**src/rtl/game_turn_fsm.sv**
```systemverilog
// Turn-based board game controller: cursor movement, legality handshake, placement, turn rotation.
// Optional pass-limit feature enabled by defining GAME_TURN_PASS_LIMIT_EN.
module game_turn_fsm #(
    parameter int BOARD_N  = 8,
    parameter int PLAYERS  = 2,
    parameter int RATE_DIV = 833333,
    localparam int CW = $clog2(BOARD_N),
    localparam int PW = (PLAYERS > 2) ? $clog2(PLAYERS) : 1
) (
    input  logic          clk,
    input  logic          restart,
    input  logic          go,
    input  logic          move_up,
    input  logic          move_down,
    input  logic          move_left,
    input  logic          move_right,
    input  logic          place,
    input  logic          jump,
    input  logic          detect_done,
    input  logic          confirm,
    input  logic          win,
    output logic [PW-1:0] turn_side,
    output logic [CW-1:0] cursor_x,
    output logic [CW-1:0] cursor_y,
    output logic          draw_cell,
    output logic          plot_empty,
    output logic          place_disk,
    output logic          detect,
    output logic          game_over,
    output logic [3:0]    state
);
    localparam int RW = (RATE_DIV > 1) ? $clog2(RATE_DIV) : 1;

    typedef enum logic [3:0] {
        ST_START  = 4'd0,
        ST_DRAW   = 4'd1,
        ST_SELECT = 4'd2,
        ST_ERASE  = 4'd3,
        ST_REDRAW = 4'd4,
        ST_DETECT = 4'd5,
        ST_PLACE  = 4'd6,
        ST_END    = 4'd7
    } state_e;

    typedef enum logic [1:0] {DIR_UP, DIR_DN, DIR_LF, DIR_RT} dir_e;

    state_e        state_q, state_d;
    dir_e          dir_q, dir_d;
    logic [PW-1:0] turn_q, turn_d, turn_nxt;
    logic [CW-1:0] cx_q, cx_d, cy_q, cy_d;
    logic [RW-1:0] rate_q, rate_d;
    logic          any_move;
`ifdef GAME_TURN_PASS_LIMIT_EN
    localparam int PCW = $clog2(PLAYERS + 1);
    logic [PCW-1:0] pass_q, pass_d;
`endif

    assign any_move = move_up | move_down | move_left | move_right;
    assign turn_nxt = (turn_q == PW'(PLAYERS - 1)) ? '0 : turn_q + PW'(1);

    always_ff @(posedge clk) begin
        if (restart) begin
            state_q <= ST_START;
            dir_q   <= DIR_UP;
            turn_q  <= '0;
            cx_q    <= CW'(BOARD_N / 2 - 1);
            cy_q    <= CW'(BOARD_N / 2 - 1);
            rate_q  <= '0;
`ifdef GAME_TURN_PASS_LIMIT_EN
            pass_q  <= '0;
`endif
        end else begin
            state_q <= state_d;
            dir_q   <= dir_d;
            turn_q  <= turn_d;
            cx_q    <= cx_d;
            cy_q    <= cy_d;
            rate_q  <= rate_d;
`ifdef GAME_TURN_PASS_LIMIT_EN
            pass_q  <= pass_d;
`endif
        end
    end

    always_comb begin
        state_d    = state_q;
        dir_d      = dir_q;
        turn_d     = turn_q;
        cx_d       = cx_q;
        cy_d       = cy_q;
        rate_d     = (rate_q != '0) ? rate_q - RW'(1) : '0;
`ifdef GAME_TURN_PASS_LIMIT_EN
        pass_d     = pass_q;
`endif
        draw_cell  = 1'b0;
        plot_empty = 1'b0;
        place_disk = 1'b0;
        detect     = 1'b0;
        game_over  = 1'b0;
        case (state_q)
            ST_START:  if (go) state_d = ST_DRAW;
            ST_DRAW:   state_d = ST_SELECT;
            ST_SELECT: begin
                draw_cell = 1'b1;
                if (jump) begin
`ifdef GAME_TURN_PASS_LIMIT_EN
                    // Every player passing in a row ends the game; turn is left as is.
                    if (int'(pass_q) + 1 >= PLAYERS) begin
                        pass_d  = PCW'(PLAYERS);
                        state_d = ST_END;
                    end else begin
                        pass_d = pass_q + PCW'(1);
                        turn_d = turn_nxt;
                    end
`else
                    turn_d = turn_nxt;
`endif
                end else if (place) begin
                    state_d = ST_DETECT;
                end else if (any_move && rate_q == '0) begin
                    state_d = ST_ERASE;
                    rate_d  = RW'(RATE_DIV - 1);
                    if (move_up)        dir_d = DIR_UP;
                    else if (move_down) dir_d = DIR_DN;
                    else if (move_left) dir_d = DIR_LF;
                    else                dir_d = DIR_RT;
                end
            end
            ST_ERASE: begin
                plot_empty = 1'b1;
                state_d    = ST_REDRAW;
                // Old cell is erased this cycle; cursor moves (saturating) on exit.
                case (dir_q)
                    DIR_UP: if (cy_q != '0) cy_d = cy_q - CW'(1);
                    DIR_DN: if (cy_q != CW'(BOARD_N - 1)) cy_d = cy_q + CW'(1);
                    DIR_LF: if (cx_q != '0) cx_d = cx_q - CW'(1);
                    default: if (cx_q != CW'(BOARD_N - 1)) cx_d = cx_q + CW'(1);
                endcase
            end
            ST_REDRAW: begin
                draw_cell = 1'b1;
                state_d   = ST_SELECT;
            end
            ST_DETECT: begin
                detect = 1'b1;
                if (detect_done) state_d = confirm ? ST_PLACE : ST_SELECT;
            end
            ST_PLACE: begin
                place_disk = 1'b1;
`ifdef GAME_TURN_PASS_LIMIT_EN
                pass_d = '0;
`endif
                if (win) begin
                    state_d = ST_END;
                end else begin
                    state_d = ST_SELECT;
                    turn_d  = turn_nxt;
                end
            end
            ST_END: begin
                game_over = 1'b1;
                if (go) state_d = ST_START;
            end
            default: state_d = ST_START;
        endcase
    end

    assign turn_side = turn_q;
    assign cursor_x  = cx_q;
    assign cursor_y  = cy_q;
    assign state     = state_q;
endmodule

```
**config.mk**
```make
export PLATFORM = sky130hd
export DESIGN_NAME = game_turn_fsm
export DESIGN_NICKNAME = d
export VERILOG_FILES = /design/src/rtl/game_turn_fsm.sv
export SDC_FILE = /design/constraint.sdc
export NUM_CORES = 1
export LEC_CHECK = 0
export ABC_AREA = 1
export CAP_MARGIN = 20
export CORE_MARGIN = 1.5
export CORE_UTILIZATION = 45
export CTS_BUF_LIST = sky130_fd_sc_hd__clkbuf_16
export DETAILED_ROUTE_END_ITERATION = 16
export PLACE_DENSITY = 0.83
export SYNTH_ARGS = -nofsm -noshare
export SYNTH_HDL_FRONTEND = slang
export SYNTH_SLANG_ARGS = --single-unit
```
**constraint.sdc**
```tcl
create_clock -name clk -period 1.26 [get_ports clk]
set_input_delay 0.378 -clock clk [delete_from_list [all_inputs] [get_ports clk]]
set_output_delay 0.378 -clock clk [all_outputs]
set_load 0.05 [all_outputs]
```
==> out/qor.tcl, run 1 <==
set qor(crit_type) {flip-flop to flip-flop}
set qor(run_status) {complete, but fails checks}
set qor(synth_cells) 261
set qor(yosysWarnings) 0
set qor(place_area_sq_um) 2804
set qor(final_common_cell) {sky130_fd_sc_hd__buf_4}
set qor(timing.final.ws_setup_ps) -496.3
set qor(leak_pwr_nw) 1.723
set qor(synth.largest_area_cell) {sky130_fd_sc_hd__dfxtp_1}
set qor(synth_top_area_share_pct) 34.64
set qor(worstSkewPairLatency_ps) 290
set qor(port-buffer-count) 26
set qor(grt_start_max_net_pins) 10
set qor(ys_types) 31
set qor(synth-seq-area-share_pct) 34.64
set qor(period_share_pct) 139.4
set qor(multi_input_comb_area_sq_um) 1564
set qor(globalRouteOverflowTotal) 0
set qor(place_worst_setup_slack_ps) -498.3
set qor(first_pass_grt_wire_length_um) 13810
set qor(drv_cap) 0
set qor(vdd_drop_max_uv) 2164
set qor(post_route_cells_drive_above_1_share_pct) 68.48
set qor(powerDensity_nw_per_um2) 2380
set qor(total_drc_errors_in_the_routed_layout) 0
set qor(ant_nets) 0
set qor(drt-pass1-iter-count) 14
set qor(boundary_pin_count) 28
set qor(layout.cells.non_filler) 437
set qor(grt.total_usage_pct) 43.42
set qor(crit_path_max_fanout) 3
set qor(synth_area_per_cell_sq_um) 7.085
set qor(worst_hold_path_type) {flip-flop to flip-flop}
set qor(numCtsBuffers) 5
set qor(die_h_um) 67.11
set qor(max-clock-path-buffers) 2
set qor(setup_clock_skew_after_layout_ps) 13.50
set qor(place_inst) 392
set qor(wirelength_um) 12430
set qor(design.final.nets) 402
set qor(synth.cell_area_sq_um) 1849
set qor(mappedNetlistNets) 277
set qor(die-area_sq_um) 4503
set qor(most_frequent_cells_in_the_layout) {sky130_fd_sc_hd__buf_4 (65), sky130_fd_sc_hd__nand2_1 (29), sky130_fd_sc_hd__buf_6 (29)}
set qor(finalHoldViolCount) 0
set qor(synth.area.top_cells) {sky130_fd_sc_hd__dfxtp_1 (35%), sky130_fd_sc_hd__nand2_1 (11%), sky130_fd_sc_hd__nor2_1 (6.9%)}
set qor(clk_transition_reported_paths_ps) 60
set qor(setup-tns-final_ps) -12400
set qor(final_instance_area_sq_um) 3835
set qor(postSynthRegisterBits) 32
set qor(worst_setup_path_start_kind) {flip-flop}
set qor(grt_pass1_vias) 2639
set qor(required_time_worst_endpoint_ps) 1490
set qor(post_cts_hold_buffer_count) 0
set qor(gpl.final_weighted_congestion) 0.8613
set qor(setup_viol_count_final) 46
set qor(tritoncts_clock_tree) {done}
set qor(violations) {setup timing}
set qor(area_delta_synth_final_pct) 107.4
set qor(placementRows) 23
set qor(dp_hpwl_um) 3763
set qor(grt_antenna_before_repair) 0
set qor(tritoncts_num_sinks) 32
set qor(core_region_area_sq_um) 3971
set qor(htreeDepth) 2
set qor(timing.critical_path.to_type) {flip-flop}
set qor(die_w_um) 67.11
set qor(avgViaCountPerCell) 6.689
set qor(final-seq-area_sq_um) 681.9
set qor(cts_root_buffer) {sky130_fd_sc_hd__clkbuf_16}
set qor(antenna_cells_inserted) 0
set qor(final-max-slew-violation-count) 0
set qor(filler_cells) 75
set qor(drt_iter0_markers) 475
set qor(initial_utilization_pct) 46.57
set qor(wire_per_inst_um) 28.45
set qor(period_minus_slack_ps) 1756
set qor(critical_path_arrival_ps) 1990
set qor(achievable-frequency_mhz) 569.4
set qor(setup_repair_after_global_routing_missed_its_margin) {yes}
set qor(dr_total_vias) 2923
[cell type report]
type / instances / area share (%)
Inverter: 30 / 3.654
Timing Repair Buffer: 121 / 32.59
Sequential cell: 32 / 17.78
Multi-Input combinational cell: 196 / 40.78
Clock buffer: 5 / 3.263
Clock inverter: 3 / 0.2936
Tap cell: 50 / 1.631
[routing by layer]
metal,track usage (%),part of all wire [%],vias to the layer above
met3,12.84,13,172
met4,36.73,13,0
li1,-,-,1080
met2,72.77,44,361
met1,43.93,30,1310
met5,0,0,-
[sequential cells by signal, summed over array words and instances (netlist names)]
register	cells
rate_q	20
cursor_x	3
state	3
dir_q	2
cursor_y	3
turn_side	1
[synthesized netlist by cell type (all sizes together)]
master / number
conb: 1
clkinv: 1
nand2: 61
xnor2: 4
inv: 29
buf: 4
fa: 2
a21oi: 13
o21ai: 18
or2: 1
nor2: 48
o21bai: 3
dfxtp: 32
nand3: 23
nand4: 5
ha: 2
nor3: 5
nor3b: 1
xor2: 8
[worst max-delay path: stages (launching register included)]
cell                       delay [ps]
sky130_fd_sc_hd__dfxtp_1          310
sky130_fd_sc_hd__inv_2            100
sky130_fd_sc_hd__buf_4            140
sky130_fd_sc_hd__nand3_4           80
sky130_fd_sc_hd__nor2_4           160
sky130_fd_sc_hd__buf_6            130
sky130_fd_sc_hd__nand4_1          230
sky130_fd_sc_hd__o21bai_1         290
sky130_fd_sc_hd__nand3_1          160
sky130_fd_sc_hd__nand2_2          100
[logic make-up after synthesis]
logic type	synth area share, %
buffers and inverters	7.780
adders and majority gates	3.518
other	0.2028
AOI/OAI and AO/OA	10.42
and+or+nand+nor	37.75
xor gates and xnor gates	5.683
DFF	34.64
[path summary, 6_finish.rpt]
path | startpoint | to | slack, ps | cells past startpoint
worst max-delay path | rate_q[1] | rate_q[15] | -500 | 9
worst min-delay path | rate_q[0] | rate_q[0] | 540 | 2
worst max register to register | rate_q[1] | rate_q[15] | -500 | 9
worst min register to register | rate_q[0] | rate_q[0] | 540 | 2
[power by group]
group | switching, W | total [W] | internal, W
Combinational | 0.00347 | 0.00623 | 0.00276
Clock | 0.000510 | 0.00122 | 0.000713
Sequential | 0.000391 | 0.00167 | 0.00128
[stage by stage]
step	utilization, %	total power, W	hold WS (ps)
5_1_grt	96.57	0.009248	532.2
6_report	96.57	0.009126	535.1
3_3_place_gp	70.60	0.004881	419.6
3_5_place_dp	70.60	0.005034	426.0
2_1_floorplan	-	0.003505	412.3
4_1_cts	86.99	0.007461	428.8
[timing repair]
item	in CTS	in global routing
gates cloned	1	0
pin swaps	44	33
resized for setup	108	73
setup buffers	19	21
endpoints found under the setup margin	45	44
Note: power is estimated with default switching activity, not from simulation.
==> run 2: changes to the inputs <==
--- a/config.mk
+++ b/config.mk
@@ -6,12 +6,12 @@
 export NUM_CORES = 1
 export LEC_CHECK = 0
 export ABC_AREA = 1
-export CAP_MARGIN = 20
 export CORE_MARGIN = 1.5
-export CORE_UTILIZATION = 45
+export CORE_UTILIZATION = 48
 export CTS_BUF_LIST = sky130_fd_sc_hd__clkbuf_16
 export DETAILED_ROUTE_END_ITERATION = 16
-export PLACE_DENSITY = 0.83
+export PLACE_DENSITY = 0.87
+export SLEW_MARGIN = 40
 export SYNTH_ARGS = -nofsm -noshare
 export SYNTH_HDL_FRONTEND = slang
 export SYNTH_SLANG_ARGS = --single-unit
==> run 2 against run 1 <==
The run now fails in global routing; synthesized area did not move; synthesized cell count is the same.
==> out/qor.tcl, run 2 <==
set qor(tritoncts_num_sinks) 32 ;# unchanged
set qor(post_cts_hold_buffer_count) 0 ;# unchanged
set qor(synth-seq-area-share_pct) 34.64 ;# unchanged
set qor(grt_repair_worst_endpoint) {draw_cell}
set qor(pin_category_terminating_the_worst_setup_path_after_the_last_repair) {output port}
set qor(asyncSetResetFlopFracSynth_pct) 0 ;# unchanged
set qor(place_worst_setup_slack_ps) -508.3 ;# -10.00 ps
set qor(synth.area.top_cells) {sky130_fd_sc_hd__dfxtp_1 (35%), sky130_fd_sc_hd__nand2_1 (11%), sky130_fd_sc_hd__nor2_1 (6.9%)}
set qor(mappedNetlistNets) 277 ;# unchanged
set qor(firstError) {[ERROR DPL-0038] Utilization greater than 100%, impossible to legalize}
set qor(die_h_um) 65.07 ;# -3.0%
set qor(run_status) {stopped before the end}
set qor(boundary_pin_count) 28 ;# unchanged
set qor(synth.largest_area_cell) {sky130_fd_sc_hd__dfxtp_1}
set qor(synthTopCellsByCount) {sky130_fd_sc_hd__nand2_1 (56), sky130_fd_sc_hd__nor2_1 (34), sky130_fd_sc_hd__dfxtp_1 (32)}
set qor(postSynthRegisterBits) 32 ;# unchanged
set qor(dominant_register_cell_in_the_synthesized_netlist) {sky130_fd_sc_hd__dfxtp_1}
set qor(synth_edf_count) 0 ;# unchanged
set qor(numCtsBuffers) 5 ;# unchanged
set qor(port-buffer-count) 26 ;# unchanged
set qor(gpl.final_weighted_congestion) 0.8605 ;# about the same
set qor(synth.cell_area_sq_um) 1849 ;# unchanged
set qor(ys_types) 31 ;# unchanged
set qor(synth_cells) 261 ;# unchanged
set qor(yosys.cell_count.top_type) {sky130_fd_sc_hd__nand2_1}
set qor(synth_top_area_share_pct) 34.64 ;# unchanged
set qor(grt_start_max_net_pins) 11
set qor(die_w_um) 65.07 ;# -3.0%
set qor(synth_area_per_cell_sq_um) 7.085 ;# unchanged
set qor(dp_hpwl_um) 3946 ;# +4.8%
set qor(htreeDepth) 2 ;# unchanged
set qor(placementRows) 22 ;# -4.3%
set qor(cts_root_buffer) {sky130_fd_sc_hd__clkbuf_16}
set qor(initial_utilization_pct) 50.14 ;# +3.6 points
set qor(max-clock-path-buffers) 2 ;# unchanged
set qor(failing_step) {global routing}
set qor(yosysWarnings) 0 ;# unchanged
## run 2: per-stage QoR
stage | hold WS (ps) | cells | area (sq um)
after CTS | 495.6 | 413 | 3388
after detailed placement | 432.9 | 384 | 2756
after global placement | 419.9 | 384 | 2756
after floorplan | 412.3 | 261 | 1919
## run 2: logic make-up after synthesis
| family | after synthesis | synth area share [%] |
|---|---|---|
| and+or+nand+nor | 144 | 37.75 |
| AOI/OAI and AO/OA | 34 | 10.42 |
| buffers and inverters | 34 | 7.780 |
| DFF | 32 | 34.64 |
| xor gates and xnor gates | 12 | 5.683 |
| adders and majority gates | 4 | 3.518 |
| other | 1 | 0.2028 |
## run 2: repair_timing
item | CTS
gates resized for setup | 105
endpoints found under the setup margin | 43
setup buffers | 22
pin swaps | 38
gates cloned | 1
==> run 3: changes to the inputs <==
--- a/config.mk
+++ b/config.mk
@@ -7,10 +7,9 @@
 export LEC_CHECK = 0
 export ABC_AREA = 1
 export CORE_MARGIN = 1.5
-export CORE_UTILIZATION = 48
-export CTS_BUF_LIST = sky130_fd_sc_hd__clkbuf_16
+export CORE_UTILIZATION = 35
 export DETAILED_ROUTE_END_ITERATION = 16
-export PLACE_DENSITY = 0.87
+export PLACE_DENSITY_LB_ADDON = 0.15
 export SLEW_MARGIN = 40
 export SYNTH_ARGS = -nofsm -noshare
 export SYNTH_HDL_FRONTEND = slang
==> constraint.sdc (replaced) <==
create_clock -name clk -period 1.6 [get_ports clk]
set_input_delay 0.48 -clock clk [delete_from_list [all_inputs] [get_ports clk]]
set_output_delay 0.48 -clock clk [all_outputs]
set_load 0.05 [all_outputs]
==> run 3 against run 2 <==
The flow now finishes, with violations (setup timing).
==> out/qor.tcl, run 3 (synthesized netlist as in run 1, its figures left out) <==
set qor(leak_pwr_nw) 1.212
set qor(initial_utilization_pct) 36.21 ;# -14 points
set qor(antenna_cells_inserted) 0
set qor(place_worst_setup_slack_ps) -225.7 ;# +282.6 ps
set qor(run_status) {complete, but fails checks}
set qor(area_delta_synth_final_pct) 43.64
set qor(top_signal_layer_used) {met4}
set qor(critical_path_arrival_ps) 1120
set qor(reg2regPathDepth) 7
set qor(ant_nets) 0
set qor(boundary_pin_count) 28 ;# unchanged
set qor(detailroute.wirelength.met3_um) 150
set qor(crit_path_max_fanout) 7
set qor(wire_per_inst_um) 10.79
set qor(design.final.nets) 329
set qor(drv_cap) 0
set qor(die-area_sq_um) 5729
set qor(wl_met1_um) 1948
set qor(dp_hpwl_um) 3152 ;# -20%
set qor(drt-pass1-iter-count) 4
set qor(crit_type) {flip-flop to primary output}
set qor(dr_total_vias) 1746
set qor(drt_iter0_markers) 46
set qor(powerDensity_nw_per_um2) 1605
set qor(period_minus_slack_ps) 1602
set qor(core_region_area_sq_um) 5107
set qor(place_inst) 365 ;# -4.9%
set qor(max_stage_delay_ps) 390
set qor(timing.critical_path.max_delay_family) {flip-flops}
set qor(max-clock-path-buffers) 2 ;# unchanged
set qor(violations) {setup timing}
set qor(total_drc_errors_in_the_routed_layout) 0
set qor(largest_reg_flops) 20
set qor(tritoncts_num_sinks) 32 ;# unchanged
set qor(tritoncts_clock_tree) {done}
set qor(final-max-slew-violation-count) 0
set qor(timing.final.ws_setup_ps) -2.430
set qor(filler_cells) 494
set qor(htreeDepth) 2 ;# unchanged
set qor(clk_transition_reported_paths_ps) 70
set qor(gpl.final_weighted_congestion) 0.7927 ;# -7.9%
set qor(crit_path_top_delay_cell) {sky130_fd_sc_hd__dfxtp_4}
set qor(regMostFlops) {rate_q}
set qor(first_pass_grt_wire_length_um) 6879
set qor(placementRows) 26 ;# +18%
set qor(achievable-frequency_mhz) 624.1
set qor(worst_setup_path_start_kind) {flip-flop}
set qor(vdd_drop_max_uv) 827.3
set qor(grt_pass1_vias) 1597
set qor(period_share_pct) 100.2
set qor(post_cts_hold_buffer_count) 0 ;# unchanged
set qor(final_common_cell) {sky130_fd_sc_hd__nand2_1}
set qor(post_route_cells_drive_above_1_share_pct) 29.30
set qor(layout.cells.non_filler) 384
set qor(avgViaCountPerCell) 4.547
set qor(port-buffer-count) 26 ;# unchanged
set qor(wirelength_um) 4143
set qor(grt_antenna_before_repair) 0
set qor(setup_clock_skew_after_layout_ps) 7.223
set qor(die_w_um) 75.69 ;# +16%
set qor(critPathBufInv) 2
set qor(setup_viol_count_final) 1
set qor(grt.total_usage_pct) 16.02
set qor(worst_hold_path_type) {flip-flop to flip-flop}
set qor(timing.critical_path.to_type) {primary output}
set qor(grt_start_max_net_pins) 12
set qor(timing.critical_path.depth) 3
set qor(wl_met2_um) 1994
set qor(crit_chain) {buf_4 > o21ai_4 > buf_12}
set qor(globalRouteOverflowTotal) 0
set qor(numCtsBuffers) 5 ;# unchanged
set qor(cts_root_buffer) {sky130_fd_sc_hd__clkbuf_8}
set qor(most_frequent_cells_in_the_layout) {sky130_fd_sc_hd__nand2_1 (52), sky130_fd_sc_hd__nor2_1 (33), sky130_fd_sc_hd__dfxtp_1 (26)}
set qor(required_time_worst_endpoint_ps) 1120
set qor(whs_path_depth) 1
set qor(die_h_um) 75.69 ;# +16%
set qor(setup_repair_after_global_routing_missed_its_margin) {yes}
set qor(worstSkewPairLatency_ps) 280
set qor(finalHoldViolCount) 0
-- run 3: final timing paths --
path	from	to	slack, ps
hold reg to reg	rate_q[0]	rate_q[0]	410
hold / removal	rate_q[0]	rate_q[0]	410
setup reg to reg	dir_q[1]	cursor_y[2]	130
setup / recovery	state[0]	draw_cell	-2
-- run 3: area by class of cell --
type,instances,area [sq um],area share [%]
well taps,70,87.58,3.297
clock inverters,2,10.01,0.3768
flip-flops and latches,32,655.6,24.68
repair buffers,49,595.6,22.42
multi-input cells,195,1110,41.78
clock buffers,6,82.58,3.109
inverters,30,115.1,4.333
-- run 3: where the power goes --
part / leakage [nW] / internal (W) / switching (W)
combinational: 0.898 / 0.00107 / 0.00133
clock: 0.0510 / 0.000343 / 0.000303
sequential: 0.263 / 0.000996 / 0.000217
total: 1.21 / 0.00241 / 0.00185
-- run 3: timing repair --
item	in CTS	in global routing
setup endpoints to repair	5	18
gates resized for setup	7	8
setup buffers	10	1
pin swaps	5	1
-- run 3: metrics by stage --
| step | utilization, % | instance area [sq um] | TNS [ps] | hold WS [ps] | power, W |
|---|---|---|---|---|---|
| 6_report | 52.01 | 2656 | -2.430 | 411.5 | 0.004265 |
| 5_1_grt | 52.01 | 2656 | -110.4 | 422.2 | 0.004586 |
| 4_1_cts | 51.54 | 2633 | -19.16 | 415.2 | 0.004252 |
| 3_5_place_dp | 47.92 | 2447 | -2861 | 404.9 | 0.003431 |
| 3_3_place_gp | 47.92 | 2447 | -2220 | 401.2 | 0.003408 |
| 2_1_floorplan | - | 1878 | 0 | 392.5 | 0.002693 |
-- run 3: routing by layer --
metal	vias to the layer above	GRT usage (%)
met5	-	0
met4	0	4.762
met3	4	4.894
met2	26	27.29
met1	776	19.48
li1	940	-
==> run 4: changes to the inputs <==
--- a/config.mk
+++ b/config.mk
@@ -10,6 +10,7 @@
 export CORE_UTILIZATION = 35
 export DETAILED_ROUTE_END_ITERATION = 16
 export PLACE_DENSITY_LB_ADDON = 0.15
+export SKIP_CTS_REPAIR_TIMING = 1
 export SLEW_MARGIN = 40
 export SYNTH_ARGS = -nofsm -noshare
 export SYNTH_HDL_FRONTEND = slang
==> constraint.sdc (replaced) <==
create_clock -name clk -period 2.1 [get_ports clk]
set_input_delay 0.63 -clock clk [delete_from_list [all_inputs] [get_ports clk]]
set_output_delay 0.63 -clock clk [all_outputs]
set_load 0.05 [all_outputs]
==> run 4 against run 3 <==
The flow now finishes without violations; setup slack improved by 130 ps; sequential power is 25% lower; combinational power shrank 38%; routed wire length shrank 7.3%; clock skew decreased by 1.5 ps; clock power fell by 33%; register-to-register slack better by 420 ps; total power fell by 34%; non-clock buffer count shrank 20; global-route usage fell by 1.4 points; core utilization down 6.9 points; hold slack worse by 5.3 ps; critical path type unchanged; largest power group unchanged.
==> out/qor.tcl, run 4 (synthesized netlist as in run 1, its figures left out) <==
set qor(top_signal_layer_used) {met4}
set qor(tritoncts_clock_tree) {done}
set qor(first_pass_grt_wire_length_um) 6189 ;# -10%
set qor(dp_hpwl_um) 2948 ;# -6.5%
set qor(leak_pwr_nw) 1.036 ;# -14%
set qor(drt_iter0_markers) 53 ;# +15%
set qor(detailroute.wirelength.met3_um) 163 ;# +8.7%
set qor(whs_path_depth) 1 ;# unchanged
set qor(setup_clock_skew_after_layout_ps) 5.728 ;# -1.495 ps
set qor(die_w_um) 75.69 ;# unchanged
set qor(core_region_area_sq_um) 5107 ;# unchanged
set qor(design.final.nets) 309 ;# -6.1%
set qor(period_share_pct) 93.69
set qor(wl_met2_um) 1651 ;# -17%
set qor(required_time_worst_endpoint_ps) 1470 ;# +350 ps
set qor(final_common_cell) {sky130_fd_sc_hd__nand2_1}
set qor(tritoncts_num_sinks) 32 ;# unchanged
set qor(total_drc_errors_in_the_routed_layout) 0 ;# unchanged
set qor(gpl.final_weighted_congestion) 0.8083 ;# +2.0%
set qor(wire_per_inst_um) 10.64 ;# -1.4%
set qor(area_delta_synth_final_pct) 24.49
set qor(run_status) {complete, no violations}
set qor(grt_antenna_before_repair) 0 ;# unchanged
set qor(place_worst_setup_slack_ps) 156.8 ;# +382.5 ps
set qor(globalRouteOverflowTotal) 0 ;# unchanged
set qor(ant_nets) 0 ;# unchanged
set qor(grt.total_usage_pct) 14.66 ;# -1.4 points
set qor(setup-tns-final_ps) 0 ;# +2.430 ps
set qor(die_h_um) 75.69 ;# unchanged
set qor(worstSkewPairLatency_ps) 290 ;# about the same
set qor(period_minus_slack_ps) 1968
set qor(worst_hold_path_type) {flip-flop to flip-flop}
set qor(grt_start_max_net_pins) 12 ;# unchanged
set qor(max-clock-path-buffers) 2 ;# unchanged
set qor(most_frequent_cells_in_the_layout) {sky130_fd_sc_hd__nand2_1 (56), sky130_fd_sc_hd__nor2_1 (34), sky130_fd_sc_hd__dfxtp_1 (31)}
set qor(timing.final.ws_setup_ps) 132.4 ;# +134.8 ps
set qor(reg2regPathDepth) 7 ;# unchanged
set qor(regMostFlops) {rate_q}
set qor(clk_transition_reported_paths_ps) 60 ;# about the same
set qor(timing.critical_path.to_type) {primary output}
set qor(initial_utilization_pct) 36.21 ;# unchanged
set qor(finalHoldViolCount) 0 ;# unchanged
set qor(avgViaCountPerCell) 4.548 ;# about the same
set qor(die-area_sq_um) 5729 ;# unchanged
set qor(largest_reg_flops) 20 ;# unchanged
set qor(dr_total_vias) 1642 ;# -6.0%
set qor(setup_viol_count_final) 0 ;# -1
set qor(crit_type) {flip-flop to primary output}
set qor(port-buffer-count) 26 ;# unchanged
set qor(htreeDepth) 2 ;# unchanged
set qor(wl_met1_um) 1956 ;# +0.41%
set qor(numCtsBuffers) 5 ;# unchanged
set qor(boundary_pin_count) 28 ;# unchanged
set qor(drv_cap) 0 ;# unchanged
set qor(wirelength_um) 3842 ;# -7.3%
set qor(layout.core_utilization_pct) 45.08 ;# -6.9 points
set qor(critical_path_arrival_ps) 1340 ;# +220 ps
set qor(filler_cells) 527 ;# +6.7%
set qor(worst_setup_path_start_kind) {flip-flop}
set qor(vdd_drop_max_uv) 716.2 ;# -13%
set qor(cts_root_buffer) {sky130_fd_sc_hd__clkbuf_8}
set qor(crit_path_max_fanout) 7 ;# unchanged
set qor(final-max-slew-violation-count) 0 ;# unchanged
set qor(powerDensity_nw_per_um2) 1231 ;# -23%
set qor(achievable-frequency_mhz) 508.2
set qor(placementRows) 26 ;# unchanged
set qor(post_route_cells_drive_above_1_share_pct) 18.21 ;# -11 points
set qor(grt_pass1_vias) 1412 ;# -12%
set qor(antenna_cells_inserted) 0 ;# unchanged
set qor(setup_repair_after_global_routing_missed_its_margin) {no}
set qor(whs_ps) 406.3 ;# -5.254 ps
set qor(drt-pass1-iter-count) 4 ;# unchanged
==> run 4: cell types whose count changed in the layout (fill, tap and decap cells not counted), moves of 3 or more <==
cell	change
sky130_fd_sc_hd__nand2_1	+4
sky130_fd_sc_hd__inv_2	-4
sky130_fd_sc_hd__buf_4	-10
sky130_fd_sc_hd__dfxtp_4	-3
sky130_fd_sc_hd__buf_12	-10
sky130_fd_sc_hd__inv_1	+5
sky130_fd_sc_hd__dfxtp_1	+5
==> run 4: area by class of cell <==
cell class | instances | area (sq um) | area share, %
clock buffer | 5 | 68.82 | 2.989
inverter | 30 | 112.6 | 4.891
tap | 70 | 87.58 | 3.804
multi-input combinational | 195 | 1071 | 46.52
timing repair buffer | 29 | 320.3 | 13.91
sequential | 32 | 641.9 | 27.88
==> run 4: metal layers <==
metal | vias up | global-route usage (%)
li1 | 892 | -
met1 | 718 | 19.53
met2 | 26 | 21.93
met3 | 6 | 4.762
met4 | 0 | 5.952
met5 | - | 0
==> run 4: worst paths after layout <==
| kind | from | end | slack, ps |
|---|---|---|---|
| setup reg to reg | rate_q[0] | rate_q[10] | 550 |
| hold / removal | rate_q[0] | rate_q[0] | 410 |
| setup / recovery | state[2] | place_disk | 130 |
| hold reg to reg | rate_q[0] | rate_q[0] | 410 |
==> run 4: power by group <==
group / internal (W) / switching, W / leakage (nW)
Sequential: 0.000748 / 0.000156 / 0.262
Clock: 0.000213 / 0.000219 / 0.0359
Combinational: 0.000576 / 0.000923 / 0.738
Total: 0.00154 / 0.00130 / 1.04
==> run 4: critical path, cell delays in order, from the launching register on <==
cell	delay, ps
sky130_fd_sc_hd__dfxtp_1	510
sky130_fd_sc_hd__inv_1	120
sky130_fd_sc_hd__nor3_4	240
sky130_fd_sc_hd__buf_12	170
==> run 4: stage by stage <==
step | cells | power [W] | area (sq um)
after floorplan | 261 | 0.002028 | 1856
after global placement | 356 | 0.002423 | 2232
after detailed placement | 356 | 0.002419 | 2232
after CTS | 361 | 0.002860 | 2301
after global routing | 361 | 0.003082 | 2302
final | 361 | 0.002835 | 2302
